## src/rtl/spi_txn_sequencer_pkg.sv

```systemverilog
// Shared definitions for the SPI slave transaction sequencer.
// Contents:
//   ADDR_BITS_DEF / DATA_BITS_DEF : default frame field widths
//   READ                          : value of the R/W bit that selects a read
//   state_e                       : sequencer state encoding
package spi_pkg;

    localparam int ADDR_BITS_DEF = 7;
    localparam int DATA_BITS_DEF = 8;

    localparam logic READ = 1'b1;

    typedef enum logic [3:0] {
        IDLE,
        GET,
        GOT,
        READ_WAIT,
        LOAD,
        SEND,
        WRITE_RX,
        WRITE_MEM,
        DONE
    } state_e;

endpackage

```

## src/rtl/spi_txn_sequencer_if.sv

```systemverilog
// Handshake bundle between the sequencer and the SPI slave datapath.
// Signals:
//   cs_n, sclk_pos, sclk_neg, sr_lsb             : conditioned SPI inputs (to sequencer)
//   addr_we, dm_we, sr_we, miso_buf_en, busy, abort : sequencer controls (from sequencer)
// Modports:
//   slave  : the sequencer side
//   master : the side that drives SPI events and consumes the controls
interface spi_txn_sequencer_if;

    logic cs_n;
    logic sclk_pos;
    logic sclk_neg;
    logic sr_lsb;
    logic addr_we;
    logic dm_we;
    logic sr_we;
    logic miso_buf_en;
    logic busy;
    logic abort;

    modport slave (
        input  cs_n, sclk_pos, sclk_neg, sr_lsb,
        output addr_we, dm_we, sr_we, miso_buf_en, busy, abort
    );

    modport master (
        output cs_n, sclk_pos, sclk_neg, sr_lsb,
        input  addr_we, dm_we, sr_we, miso_buf_en, busy, abort
    );

endinterface

```

## src/rtl/spi_txn_sequencer_bit_counter.sv

```systemverilog
// Bit counter for the sequencer's address and data phases.
// Ports:
//   clk, rst_n : clock, asynchronous active-low reset
//   clr        : synchronous clear, wins over inc
//   inc        : count one bit
//   count      : current count
module spi_bit_counter #(
    parameter int CNT_W = 5
) (
    input  logic             clk,
    input  logic             rst_n,
    input  logic             clr,
    input  logic             inc,
    output logic [CNT_W-1:0] count
);

    logic [CNT_W-1:0] count_q;
    logic [CNT_W-1:0] count_d;

    // Holds at all-ones rather than wrapping; the sequencer leaves each
    // counting state well before that, so this only guards misuse.
    always_comb begin
        count_d = count_q;
        if (clr) begin
            count_d = '0;
        end else if (inc && (count_q != '1)) begin
            count_d = count_q + CNT_W'(1);
        end
    end

    always_ff @(posedge clk or negedge rst_n) begin
        if (!rst_n) begin
            count_q <= '0;
        end else begin
            count_q <= count_d;
        end
    end

    assign count = count_q;

endmodule

```

## src/rtl/spi_txn_sequencer.sv

```systemverilog
// Single-clock transaction sequencer for the SPI slave memory datapath.
// One frame per chip-select window: ADDR_BITS address bits, one R/W bit,
// then DATA_BITS data bits (driven out on a read, captured on a write).
// Ports:
//   clk   : system clock
//   rst_n : asynchronous active-low reset
//   bus   : slave modport; cs_n/sclk_pos/sclk_neg/sr_lsb in,
//           addr_we/dm_we/sr_we/miso_buf_en/busy/abort out (all registered)
module spi_txn_sequencer
    import spi_pkg::*;
#(
    parameter int ADDR_BITS = ADDR_BITS_DEF,
    parameter int DATA_BITS = DATA_BITS_DEF,
    parameter int CNT_W     = $clog2(ADDR_BITS + DATA_BITS + 2)
) (
    input  logic                 clk,
    input  logic                 rst_n,
    spi_txn_sequencer_if.slave   bus
);

    // Count values held just before the terminal edge of each phase.
    localparam logic [CNT_W-1:0] ADDR_LAST = CNT_W'(ADDR_BITS);
    localparam logic [CNT_W-1:0] DATA_LAST = CNT_W'(DATA_BITS - 1);

    state_e           state_q, state_d;
    logic             rw_q, rw_d;
    logic             abort_d;
    logic             cnt_clr, cnt_inc;
    logic             data_edge;
    logic [CNT_W-1:0] cnt;

    logic addr_we_q, dm_we_q, sr_we_q, miso_buf_en_q, busy_q, abort_q;

    spi_bit_counter #(.CNT_W(CNT_W)) u_bit_counter (
        .clk   (clk),
        .rst_n (rst_n),
        .clr   (cnt_clr),
        .inc   (cnt_inc),
        .count (cnt)
    );

    // Readout bits advance on sclk falling edges, received bits on rising.
    assign data_edge = (rw_q == READ) ? bus.sclk_neg : bus.sclk_pos;

    always_comb begin
        state_d = state_q;
        rw_d    = rw_q;
        abort_d = 1'b0;
        cnt_inc = 1'b0;

        case (state_q)
            IDLE: begin
                if (!bus.cs_n) state_d = GET;
            end
            GET: begin
                cnt_inc = bus.sclk_pos;
                // The transition fires on the terminal edge itself so the
                // read path reaches SEND before the first readout sclk_neg.
                if (bus.sclk_pos && (cnt == ADDR_LAST)) state_d = GOT;
            end
            GOT: begin
                rw_d    = bus.sr_lsb;
                state_d = (bus.sr_lsb == READ) ? READ_WAIT : WRITE_RX;
            end
            READ_WAIT: state_d = LOAD;
            LOAD:      state_d = SEND;
            SEND, WRITE_RX: begin
                cnt_inc = data_edge;
                if (data_edge && (cnt == DATA_LAST)) begin
                    state_d = (state_q == SEND) ? DONE : WRITE_MEM;
                end
            end
            WRITE_MEM: state_d = DONE;
            DONE: begin
                if (bus.cs_n) state_d = IDLE;
            end
            default:   state_d = IDLE;
        endcase

        // Chip select released mid-frame: drop the transaction.
        if (bus.cs_n && (state_q != IDLE) && (state_q != DONE)) begin
            state_d = IDLE;
            abort_d = 1'b1;
            cnt_inc = 1'b0;
        end
    end

    // Every state change restarts the count for the next phase.
    assign cnt_clr = (state_d != state_q);

    always_ff @(posedge clk or negedge rst_n) begin
        if (!rst_n) begin
            state_q       <= IDLE;
            rw_q          <= 1'b0;
            addr_we_q     <= 1'b0;
            dm_we_q       <= 1'b0;
            sr_we_q       <= 1'b0;
            miso_buf_en_q <= 1'b0;
            busy_q        <= 1'b0;
            abort_q       <= 1'b0;
        end else begin
            state_q       <= state_d;
            rw_q          <= rw_d;
            addr_we_q     <= (state_d == GOT);
            dm_we_q       <= (state_d == WRITE_MEM);
            sr_we_q       <= (state_d == LOAD);
            miso_buf_en_q <= (state_d == SEND);
            busy_q        <= (state_d != IDLE);
            abort_q       <= abort_d;
        end
    end

    assign bus.addr_we     = addr_we_q;
    assign bus.dm_we       = dm_we_q;
    assign bus.sr_we       = sr_we_q;
    assign bus.miso_buf_en = miso_buf_en_q;
    assign bus.busy        = busy_q;
    assign bus.abort       = abort_q;

endmodule
```

## src/flat_wrapper.sv

```systemverilog
// flat-port wrapper written by rule: the top's interface ports become plain ports
module spi_txn_sequencer_flat import spi_pkg::*;
#(
    parameter int ADDR_BITS = ADDR_BITS_DEF,
    parameter int DATA_BITS = DATA_BITS_DEF,
    parameter int CNT_W     = $clog2(ADDR_BITS + DATA_BITS + 2)
)
  (clk, rst_n, bus_cs_n, bus_sclk_pos, bus_sclk_neg, bus_sr_lsb, bus_addr_we, bus_dm_we, bus_sr_we, bus_miso_buf_en, bus_busy, bus_abort);
  spi_txn_sequencer_if bus_i ();
  input  logic clk;
  input  logic rst_n;
  input wire logic [$bits(bus_i.cs_n)-1:0] bus_cs_n;
  input wire logic [$bits(bus_i.sclk_pos)-1:0] bus_sclk_pos;
  input wire logic [$bits(bus_i.sclk_neg)-1:0] bus_sclk_neg;
  input wire logic [$bits(bus_i.sr_lsb)-1:0] bus_sr_lsb;
  output wire logic [$bits(bus_i.addr_we)-1:0] bus_addr_we;
  output wire logic [$bits(bus_i.dm_we)-1:0] bus_dm_we;
  output wire logic [$bits(bus_i.sr_we)-1:0] bus_sr_we;
  output wire logic [$bits(bus_i.miso_buf_en)-1:0] bus_miso_buf_en;
  output wire logic [$bits(bus_i.busy)-1:0] bus_busy;
  output wire logic [$bits(bus_i.abort)-1:0] bus_abort;
  assign bus_i.cs_n = bus_cs_n;
  assign bus_i.sclk_pos = bus_sclk_pos;
  assign bus_i.sclk_neg = bus_sclk_neg;
  assign bus_i.sr_lsb = bus_sr_lsb;
  assign bus_addr_we = bus_i.addr_we;
  assign bus_dm_we = bus_i.dm_we;
  assign bus_sr_we = bus_i.sr_we;
  assign bus_miso_buf_en = bus_i.miso_buf_en;
  assign bus_busy = bus_i.busy;
  assign bus_abort = bus_i.abort;
  spi_txn_sequencer #(.ADDR_BITS(ADDR_BITS), .DATA_BITS(DATA_BITS), .CNT_W(CNT_W)) u_core (.clk(clk), .rst_n(rst_n), .bus(bus_i));
endmodule
```

## config.mk

```make
export PLATFORM = sky130hd
export DESIGN_NAME = spi_txn_sequencer_flat
export DESIGN_NICKNAME = d
export VERILOG_FILES = /design/src/rtl/spi_txn_sequencer_pkg.sv /design/src/rtl/spi_txn_sequencer_if.sv /design/src/rtl/spi_txn_sequencer_bit_counter.sv /design/src/rtl/spi_txn_sequencer.sv /design/src/flat_wrapper.sv
export SDC_FILE = /design/constraint.sdc
export NUM_CORES = 1
export LEC_CHECK = 0
export CORE_MARGIN = 3
export CORE_UTILIZATION = 58
export DETAILED_ROUTE_END_ITERATION = 6
export GPL_ROUTABILITY_DRIVEN = 0
export PLACE_DENSITY = 0.82
export SETUP_SLACK_MARGIN = 0.3
export SYNTH_ARGS = -nofsm -noshare
export SYNTH_HDL_FRONTEND = slang
export SYNTH_SLANG_ARGS = --single-unit
export TNS_END_PERCENT = 50
```

## constraint.sdc

```tcl
create_clock -name clk -period 4.4 [get_ports clk]
set_input_delay 0.66 -clock clk [delete_from_list [all_inputs] [get_ports clk]]
set_output_delay 0.66 -clock clk [all_outputs]
set_load 0.005 [all_outputs]
```

==> impl_metrics.toml <==
[synth]
yosysSeqAreaShare = 0.3917
synth_ff_type = "dfrtp_1"
synth.avg_cell_area_sq_um = 10.43
synth_cell_types = 48
netlist_instances = 98
synth_edf_count = 0
ys_async_sr_fraction = 1.000
yosys_warnings = 0
ys_ff_latch = 16
syn_area_sq_um = 1022
syn_nets = 106

[cells_and_area]
fillers = 116
layout_commonest_cell = "dfrtp_1"
num-nets-final = 118
final_cell_mix = "dfrtp_1, clkdlybuf4s50_1, nor2_1, nor3_1, a21oi_1"
fin_cells = 125
area_delta_synth_final_pct = 13.22
diodes = 0
final_layout_size_suffix_gt1_frac = 0.1651

[detailed_routing]
vias = 799
dr.pass1.iters = 4
routed_via_density = 6.392
wl_um = 2058
antenna_left = 0
drt_iter0_drc = 31
wl_per_cell_um = 16.46
drc_errors = 0

[pwr]
p_comb_frac = 0.336
p_clk_frac = 0.224
power.switching_mw = 0.1558
p_per_area_nw_per_um2 = 383.1
p_leak_nw = 0.4818
internal_power_mw = 0.2875
power.total_mw = 0.4434
peakVddDrop_mv = 0.2540
seqPwrFrac = 0.439
switching_share = 0.3515

[run_status]
status = "completed"

[floorplan]
io_pins = 12
rows = 14
die_y_um = 47.98
start_util = 0.6484
die_w_um = 47.98
core_sq_um = 1577
fp.dieArea_sq_um = 2302

[placed_design]
post-place-cells = 121
numPortBuffers = 11
dp.final_hpwl_um = 1424

[timing]
setup_viol = 0
skew_ps = 1.579
fmaxAchievable_mhz = 455.7
period_needed_ps = 2194
relSlewSlack = 0.5266
whs_ps = 622.6
hold_violations = 0
fin_tns_setup_ps = 0
finalCritPeriodShare = 0.4987
rsz0062_at_grt = "false"
slew_violations = 0
worst_slew_pin_slew_ps = 708.0

[global_route]
grt_max_degree = 17
antenna_found_initial = 0
grt.overflow.total = 0
grt_pass1_wl_um = 3408
grt_pass1_vias = 717
grtUsageTotal = 0.2138

[worst_setup_path]
required_ps = 4600
rr_startpoint = "u_core.u_bit_counter.count[0]$_DFFE_PN0P_"
r2r_slack_ps = 2210
crit_fanout = 4
worstSetupEndpointType = "register"
worstSetupPathType = "register to register"
cp-startpoint = "u_core.u_bit_counter.count[0]$_DFFE_PN0P_"
crit_arrival_ps = 2400
start_kind = "register"

[clock_network]
clk_path_buf_depth = 2
cts-root-buf = "clkbuf_4"
cts.sinks = 16
postCtsHoldBufs = 0
postCtsSetupRepairBufs = 0
insertion_delay_ps = 290
clkTransAtPathRegs_ps = 100
cts_tree = "done"
ctsResizeCount = 0
htree_levels = 1
cts_buffers = 3

[min_path]
hold_class = "register to register"
hp-start = "u_core.rw_q$_DFFE_PN0N_"

[job]
maxCapViolations = 0
per-stage QoR:
stage | util | area (sq um) | setup WS, ps
2_1_floorplan | - | 1022 | 2375
3_3_place_gp | 0.7111 | 1121 | 1959
3_5_place_dp | 0.7111 | 1121 | 1931
4_1_cts | 0.7341 | 1157 | 2215
5_1_grt | 0.7341 | 1157 | 2084
6_report | 0.7341 | 1157 | 2206
state kept, by name, indices dropped and copies added (netlist names):
signal	count
u_core.state_q	4
u_core.bus.busy	1
u_core.u_bit_counter.count	5
u_core.bus.dm_we	1
u_core.rw_q	1
u_core.bus.sr_we	1
u_core.bus.addr_we	1
u_core.bus.abort	1
u_core.bus.miso_buf_en	1
path summary, 6_finish.rpt:
check | end | cells after the start
max | u_core.u_bit_counter.count[0]$_DFFE_PN0P_ | 7
min | u_core.rw_q$_DFFE_PN0N_ | 1
max reg2reg | u_core.u_bit_counter.count[0]$_DFFE_PN0P_ | 7
min reg2reg | u_core.rw_q$_DFFE_PN0N_ | 1
max in group asynchronous | u_core.u_bit_counter.count[2]$_DFFE_PN0P_ | 1
min in group asynchronous | u_core.state_q[3]$_DFF_PN0_ | 1
cell type report:
| class | instances | area, sq um | area share |
|---|---|---|---|
| clock buffer | 4 | 36.28 | 0.03135 |
| inverter | 4 | 15.01 | 0.01297 |
| multi-input combinational | 74 | 575.6 | 0.4973 |
| sequential | 16 | 400.4 | 0.3459 |
| tap | 16 | 20.02 | 0.01730 |
| timing repair buffer | 11 | 110.1 | 0.09514 |
worst max-delay path, cell delays in order (launching register included):
cell and delay (ps):
dfrtp_1 420, ha_1 260, and3_1 210, ha_1 180, or4_4 560, nor2_4 190
xnor2_1 80, nor3_1 210
synthesized netlist by cell type, drive strengths merged (2+ instances only):
cell type  instances  area share
dfrtp             16        0.39
nor3              10       0.064
nor2               8       0.037
a21oi              6       0.040
buf                4       0.031
inv                4       0.015
mux2i              4       0.043
nand2b             4       0.024
nand2              3       0.011
nand3b             3       0.022
xnor2              3       0.026
a311o              2       0.020
ha                 2       0.024
nor2b              2       0.015
nor3b              2       0.020
o21ai              2      0.0098
or2                2       0.012
power by group through the flow:
stage / registers, mW / logic (mW) / clock network, mW
2_1_floorplan: 0.181 / 0.123 / 0
3_3_place_gp: 0.195 / 0.144 / 0
3_5_place_dp: 0.197 / 0.147 / 0
4_1_cts: 0.194 / 0.149 / 0.102
5_1_grt: 0.198 / 0.164 / 0.109
6_report: 0.195 / 0.149 / 0.0994
routing by layer:
layer	global-route usage	vias up	wire length, um
li1	-	379	-
met4	0.04839	0	26
met3	0.03383	5	120
met2	0.3219	28	914
met5	0	-	0
met1	0.3217	387	996
cell families after synthesis:
kind of cell	count (synthesis)	share of synthesized area
compound gates	19	0.1579
xor+xnor	3	0.02571
fa+ha+maj	2	0.02448
buf+inv	8	0.04527
flops	16	0.3917
mux	5	0.05385
simple gates	45	0.3011
Power figures use the tool's default switching activity.
==> variant (same flow settings) <==
Encoding of `state_e`: now one-hot (9 bits for 9 states).
--- a/src/rtl/spi_txn_sequencer_pkg.sv
+++ b/src/rtl/spi_txn_sequencer_pkg.sv
@@ -12,12 +12,12 @@
 
-    typedef enum logic [3:0] {
-        IDLE,
-        GET,
-        GOT,
-        READ_WAIT,
-        LOAD,
-        SEND,
-        WRITE_RX,
-        WRITE_MEM,
-        DONE
+    typedef enum logic [8:0] {
+        IDLE      = 9'b000000001,
+        GET       = 9'b000000010,
+        GOT       = 9'b000000100,
+        READ_WAIT = 9'b000001000,
+        LOAD      = 9'b000010000,
+        SEND      = 9'b000100000,
+        WRITE_RX  = 9'b001000000,
+        WRITE_MEM = 9'b010000000,
+        DONE      = 9'b100000000
     } state_e;
Formal check against the unedited RTL: no difference found for any inputs over 10 cycles, from zero or initial values and one cycle with rst_n low; not proved beyond that.
==> variant against the unedited design <==
  * Wire length increased by 54%
  * Clock skew increased by 0.0022 ns
  * Power increased by 24%
  * Setup slack got worse by 0.65 ns
  * Design area increased by 31%
  * First-iteration DRC count increased by 130%
  * Synthesized area increased by 37%
  * Sequential cell count increased by 5
==> variant: results (changes against the unedited design) <==
Largest net degree at the start of global routing: 22 (was 17)
Clock Latency Late Sink: 0.31 ns (was 0.29 ns)
FF-to-FF End: u_core.u_bit_counter.count[1] (was u_core.u_bit_counter.count[0])
Library cells used by synthesis: 45 (was 48)
Comb pwr share: 39.4% (was 33.6%)
Number of global-route vias before repair: 1,104 (was 717)
Mapped Cells: 149 (was 98)
Clock Skews: 0.00380 ns (was 0.00158 ns)
NonClk Buf Share: 7.26% (was 9.51%)
WL met2: 1.44 mm (was 914 µm)
Max FFs per register: 9 (was 5)
GRT Util Overall: 22.0% (was 21.4%)
Worst Tran Pin Value: 1.00 ns (was 0.708 ns)
Switch share: 39.4% (was 35.1%)
WP data arrival: 3.02 ns (was 2.40 ns)
DP Cell Count: 177 (was 121)
Via/cell ratio: 6.56 (was 6.39)
GRT met1 Usage: 32.4% (was 32.2%)
Leakage power total: 0.669 nW (was 0.482 nW)
Outcome: complete, no violations (unchanged)
Mux cell area share after synthesis: 2.23% (was 5.39%)
Peak supply drop: 0.226 mV (was 0.254 mV)
Multi-input logic area: 798 µm² (was 576 µm²)
Synth Area in Compound Gates: 16.3% (was 15.8%)
Met3 WL: 239 µm (was 120 µm)
Synthesized flop and latch total: 21 (was 16)
P per Cell Area: 363 nW/µm² (was 383 nW/µm²)
Post-layout total power: 0.000550 W (was 0.000443 W)
Sequential cell area share: 34.7% (was 34.6%)
Via count: 1,187 (was 799)
Clock Pin Slew Worst Setup and Hold Paths: 0.12 ns (was 0.10 ns)
Logic inverters: 5 (was 4)
Syn_nets: 157 (was 106)
Multi-input combinational cell count: 112 (was 74)
Crit path largest cell delay: 0.87 ns (was 0.56 ns)
Fillers: 202 (was 116)
Detailed Place HPWL: 2.35 mm (was 1.42 mm)
Placed inst area: 1490 µm² (was 1120 µm²)
Clock-cell share of area: 1.82% (was 3.14%)
## variant: changes by cell type in the layout (fill, tap and decap cells not counted), moves of 4 or more
| cell | change |
|---|---|
| a211oi_1 | +6 |
| xor2_1 | +6 |
| nand2_1 | +5 |
| nor3_1 | +5 |
| dfrtp_1 | +4 |
| o21ai_0 | +4 |
## variant: worst max-delay path by stage
stage                                       start                       endpoint  slack [ns]  cells past startpoint
floorplan                       u_core.state_q[7]  u_core.u_bit_counter.count[0]        2.16                      8
finish              u_core.u_bit_counter.count[0]  u_core.u_bit_counter.count[1]        1.56                      7
global route        u_core.u_bit_counter.count[0]  u_core.u_bit_counter.count[1]        1.22                      7
detailed placement  u_core.u_bit_counter.count[0]  u_core.u_bit_counter.count[1]        1.63                      7
global placement                     bus_sclk_pos  u_core.u_bit_counter.count[0]        1.75                      7
CTS                 u_core.u_bit_counter.count[0]  u_core.u_bit_counter.count[1]        1.61                      7
